`config.mk`:
```
export PLATFORM = sky130hd
export DESIGN_NAME = register_bank_flat
export DESIGN_NICKNAME = d
export VERILOG_FILES = /design/src/rtl/register_bank_if.sv /design/src/rtl/register_bank.sv /design/src/flat_wrapper.sv
export SDC_FILE = /design/constraint.sdc
export NUM_CORES = 2
export LEC_CHECK = 0
export CORE_MARGIN = 2
export CORE_UTILIZATION = 57
export CTS_CLUSTER_SIZE = 14
export DETAILED_ROUTE_END_ITERATION = 10
export GPL_TIMING_DRIVEN = 0
export PLACE_DENSITY = 0.77
export REMOVE_ABC_BUFFERS = 1
export SYNTH_ARGS = -nofsm -noshare
export SYNTH_HDL_FRONTEND = slang
export SYNTH_SLANG_ARGS = --single-unit
```
`constraint.sdc`:
```
create_clock -name clk -period 2.1 [get_ports clk]
set_clock_uncertainty 0.15 [all_clocks]
set_input_delay 0.63 -clock clk [delete_from_list [all_inputs] [get_ports clk]]
set_output_delay 0.63 -clock clk [all_outputs]
set_load 0.01 [all_outputs]
```
`src/rtl/register_bank_if.sv`:
```
// Bus interface for register_bank: two read ports, one write port.
//   read      - read request, both read ports sample together
//   write     - write request
//   addr_r1/2 - read port register indices
//   addr_w    - write port register index
//   data_w    - write data
//   data_r1/2 - registered read data
//   rd_valid  - high the cycle after each accepted read
interface register_bank_if #(
  parameter int unsigned DATA_WIDTH       = 32,
  parameter int unsigned ADDR_INDEX_WIDTH = 5
);

  logic                        read;
  logic                        write;
  logic [ADDR_INDEX_WIDTH-1:0] addr_r1;
  logic [ADDR_INDEX_WIDTH-1:0] addr_r2;
  logic [ADDR_INDEX_WIDTH-1:0] addr_w;
  logic [DATA_WIDTH-1:0]       data_w;
  logic [DATA_WIDTH-1:0]       data_r1;
  logic [DATA_WIDTH-1:0]       data_r2;
  logic                        rd_valid;

  modport master (
    output read, write, addr_r1, addr_r2, addr_w, data_w,
    input  data_r1, data_r2, rd_valid
  );

  modport slave (
    input  read, write, addr_r1, addr_r2, addr_w, data_w,
    output data_r1, data_r2, rd_valid
  );

endinterface

```
`src/rtl/register_bank.sv`:
```
// Register bank: 2**ADDR_INDEX_WIDTH registers, two registered read ports and
// one write port. Register 0 is hardwired to zero. A read and a write to the
// same nonzero index in one cycle return the new write data (write-first).
//   clk  - clock, rising edge
//   rst  - asynchronous active-low reset
//   bus  - register_bank_if slave modport (requests in, read data out)
module register_bank #(
  parameter int unsigned DATA_WIDTH       = 32,
  parameter int unsigned ADDR_INDEX_WIDTH = 5
) (
  input  logic           clk,
  input  logic           rst,
  register_bank_if.slave bus
);

  localparam int unsigned NUM_REGS = 1 << ADDR_INDEX_WIDTH;

  logic [DATA_WIDTH-1:0] regs [NUM_REGS];
  logic [DATA_WIDTH-1:0] rd1_c;
  logic [DATA_WIDTH-1:0] rd2_c;
  logic                  wr_en_c;

  // Index 0 is never written, so regs[0] stays at its reset value of zero.
  assign wr_en_c = bus.write && (bus.addr_w != '0);

  // Read mux with write-first bypass; the bypass never fires for index 0.
  always_comb begin
    rd1_c = regs[bus.addr_r1];
    rd2_c = regs[bus.addr_r2];
    if (wr_en_c && (bus.addr_w == bus.addr_r1)) rd1_c = bus.data_w;
    if (wr_en_c && (bus.addr_w == bus.addr_r2)) rd2_c = bus.data_w;
  end

  // Storage array.
  always_ff @(posedge clk or negedge rst) begin
    if (!rst) begin
      regs <= '{default: '0};
    end else if (wr_en_c) begin
      regs[bus.addr_w] <= bus.data_w;
    end
  end

  // Registered read outputs; data holds when no read is requested.
  always_ff @(posedge clk or negedge rst) begin
    if (!rst) begin
      bus.data_r1  <= '0;
      bus.data_r2  <= '0;
      bus.rd_valid <= 1'b0;
    end else begin
      bus.rd_valid <= bus.read;
      if (bus.read) begin
        bus.data_r1 <= rd1_c;
        bus.data_r2 <= rd2_c;
      end
    end
  end

endmodule

```
`src/flat_wrapper.sv`:
```
// flat-port wrapper written by rule: the top's interface ports become plain ports
module register_bank_flat 
#(
  parameter int unsigned DATA_WIDTH       = 32,
  parameter int unsigned ADDR_INDEX_WIDTH = 5
)
  (clk, rst, bus_read, bus_write, bus_addr_r1, bus_addr_r2, bus_addr_w, bus_data_w, bus_data_r1, bus_data_r2, bus_rd_valid);
  register_bank_if #(.DATA_WIDTH(DATA_WIDTH), .ADDR_INDEX_WIDTH(ADDR_INDEX_WIDTH)) bus_i ();
  input  logic clk;
  input  logic rst;
  input wire logic [$bits(bus_i.read)-1:0] bus_read;
  input wire logic [$bits(bus_i.write)-1:0] bus_write;
  input wire logic [$bits(bus_i.addr_r1)-1:0] bus_addr_r1;
  input wire logic [$bits(bus_i.addr_r2)-1:0] bus_addr_r2;
  input wire logic [$bits(bus_i.addr_w)-1:0] bus_addr_w;
  input wire logic [$bits(bus_i.data_w)-1:0] bus_data_w;
  output wire logic [$bits(bus_i.data_r1)-1:0] bus_data_r1;
  output wire logic [$bits(bus_i.data_r2)-1:0] bus_data_r2;
  output wire logic [$bits(bus_i.rd_valid)-1:0] bus_rd_valid;
  assign bus_i.read = bus_read;
  assign bus_i.write = bus_write;
  assign bus_i.addr_r1 = bus_addr_r1;
  assign bus_i.addr_r2 = bus_addr_r2;
  assign bus_i.addr_w = bus_addr_w;
  assign bus_i.data_w = bus_data_w;
  assign bus_data_r1 = bus_i.data_r1;
  assign bus_data_r2 = bus_i.data_r2;
  assign bus_rd_valid = bus_i.rd_valid;
  register_bank #(.DATA_WIDTH(DATA_WIDTH), .ADDR_INDEX_WIDTH(ADDR_INDEX_WIDTH)) u_core (.clk(clk), .rst(rst), .bus(bus_i));
endmodule
```
==> impl_results.md <==
* Combinational family with the most area after synthesis: multiplexers
* EDFF count, synth at 0
* Die area at 100000 sq um
* Min Hold Slack at -0.170 ns
* CP Launch Type: primary input
* Vias per cell at 7.71
* Final hold vios at 158
* Status: finished with violations
* CP Max Fanout at 6
* Die H at 317 microns
* RSZ-0062 raised after global routing: true
* Clk sinks at 1089
* Row cnt at 114
* Static leakage at 28.8 nW
* Total GRT Usage at 38.4%
* Pwr dens at 920 nW/um^2
* Post-DRT Antenna Nets at 0
* Area Growth Syn to Fin at 18.7%
* Worst r2r src: u_core.regs[894]
* Core ar. at 96700 sq um
* Vias in the first global route at 39300
* Final Setup Violations at 71
* Power Total at 60.9 mW
* Post-synthesis mux area share at 41.3%
* Async SR Flop Fraction at 100%
* Period utilisation layout at 109%
* Sequential share of the synthesized area at 48.9%
* CTS max path bufs at 3
* Via count at 38900
* Endpoint type of the worst setup path: flip-flop
* Layout cells sized above 1 at 43.8%
* Root buf cell: clkbuf_16
* Setup crit start: bus_addr_r1[0]
* Post-synthesis cell count at 3607
* Post-layout minimum cycle time at 2.29 ns
* Initial antenna violation count at 8
* WL final at 195000 microns
* Clk Latency, worst-skew pair at 0.73 ns
* Die width at 317 microns
* Synth Area in XOR/XNOR at 0.157%
* Syn avg cell area at 15.4 sq um
* VDD IR max at 684 uV
* Post-Synth Adder-Cell Area at 0%
* CTS clk-pin slew, worst paths at 0.06 ns
* Starting Density at 57.6%
* Post-route DRC at 0
* Min-delay worst type: primary input to asynchronous set/reset pin
* Pre-CTS setup slack at -2.48 ns
* CTS buffer count at 113
* Setup WS post-layout at -0.195 ns
* Ys flop type: dfrtp_1
* Worst path required time at 2.57 ns
* Global-route wire length before repair at 274000 microns
* DP Wirelength at 91900 microns
* Gpl congestion at 0.754
* Ys Warns at 0
* Post-synthesis cell type count at 49
* Failing checks: negative hold slack, negative setup slack
* Simple-Gate Fraction of Synth Area at 2.24%
* Fmax at 436 MHz
* Final Max Tran Viols at 0
* IO Pins at 116
* Initial DRC count at 5665
* Compound-Gate Fraction of Synth Area at 4.19%
* WL/cell at 38.5 microns
* Max-Cap Viols at 0
* Mapped Area at 55700 sq um
* CTS tree: done
* Synth Register Bits at 1089
* Worst rel slew slack at 4.95%
* Largest net degree at the start of global routing at 180
* CP Class: primary input to flip-flop
* CTS HTree Levels at 3
* Slew @ Worst Pin at 1.42 ns
* Most common cell after layout, fill and taps aside: dfrtp_1
* Fin nets at 3726
* Most frequent cells in the layout: dfrtp_1 (1087), mux4_2 (512), mux2_2 (491), mux2_1 (488), o22ai_1 (184)
* GR Overflow Total at 0
* Port Buffer Count at 115
* DR pass1 iterations at 8
* Worst path arrival time at 2.76 ns
==> worst paths after layout <==
check / endpoint / slack, ns / cells after the start
min: u_core.regs[429] / -0.17 / 2
min reg2reg: u_core.regs[1000] / 0.25 / 0
min in group clk: u_core.bus.data_r1[20] / 0.22 / 3
max in group asynchronous: u_core.regs[620] / 0.28 / 5
max reg2reg: u_core.bus.data_r1[30] / -0.18 / 5
max: u_core.bus.data_r1[30] / -0.19 / 11
==> where the power goes <==
| part | internal [mW] | switching [mW] | total (mW) |
|---|---|---|---|
| combinational | 7.39 | 5.16 | 12.6 |
| sequential | 25.0 | 3.12 | 28.1 |
| clock | 11.5 | 8.75 | 20.2 |
| total | 43.8 | 17.0 | 60.9 |
==> registers in the layout, indices dropped and copies added (netlist names) <==
register	cells
u_core.bus.rd_valid	1
u_core.bus.data_r1	32
u_core.bus.data_r2	32
u_core.regs	1024
==> worst max-delay path: stages <==
cell and delay, ns:
buf_16 0.12, buf_16 0.15, buf_12 0.15, buf_12 0.14
buf_16 0.15, buf_12 0.13, mux2i_1 0.15, a221oi_1 0.55
a221oi_4 0.13, a41oi_2 0.25, a221o_1 0.18
==> per-stage QoR <==
stage	cells	utilization [%]	TNS, ns	hold WS, ns	area [sq um]
after floorplan	3187	-	-678.95	0.184	53900
after global placement	4578	58.6	-	0.226	56700
after detailed placement	4654	60.7	-2321.92	0.234	58700
after CTS	5001	67.7	-31.64	-0.0793	65500
after global routing	5041	68.4	-1.20	-0.139	66100
final	5049	68.4	-2.02	-0.170	66100
==> metal layers <==
layer	share of wire, %	track usage [%]	up-vias
met4	7.4	23.9	10
met2	44	54.8	3263
met5	0.066	0	-
li1	-	-	14300
met3	14	12.9	914
met1	35	51.1	20400
==> layout make-up <==
cell class                      instances  area [sq um]
Sequential cell                      1089         27300
Tap cell                             1276          1600
Fill cell                            6065         30600
Clock inverter                         35           387
Clock buffer                          168          3270
Multi-Input combinational cell       2101         27900
Timing Repair Buffer                  363          5660
Inverter                                7          37.5
Antenna cell                           10          25.0
==> cells by family after synthesis <==
logic type | after synthesis
compound gates | 324
flops | 1089
simple gates | 223
mux | 1534
xor+xnor | 10
buf+inv | 427
==> cell usage after synthesis, drive strengths merged (5+ instances only) <==
cell	count	area [sq um]
dfrtp	1089	27300
mux2	992	11200
mux4	512	11500
clkbuf	244	916
o22ai	210	1310
buf	176	831
a221o	64	641
nor2b	63	394
nor4	52	325
nand2	33	124
mux2i	30	300
nor2	26	97.6
nand3	11	55.1
xnor2	10	87.6
nand3b	9	67.6
a21oi	6	30.0
a221oi	6	52.6
a22oi	6	45.0
inv	6	22.5
nor3	6	30.0
or3	6	37.5
o31ai	5	42.5
==> timing repair <==
action                                  4_1_cts  5_1_grt
endpoints found under the setup margin     1491      614
resized for setup                           281      187
cloned                                       52        9
hold endpoints to repair                    117      158
pin swaps                                    43       17
buffers inserted                             92       30
(Power assumes the default switching activity.)
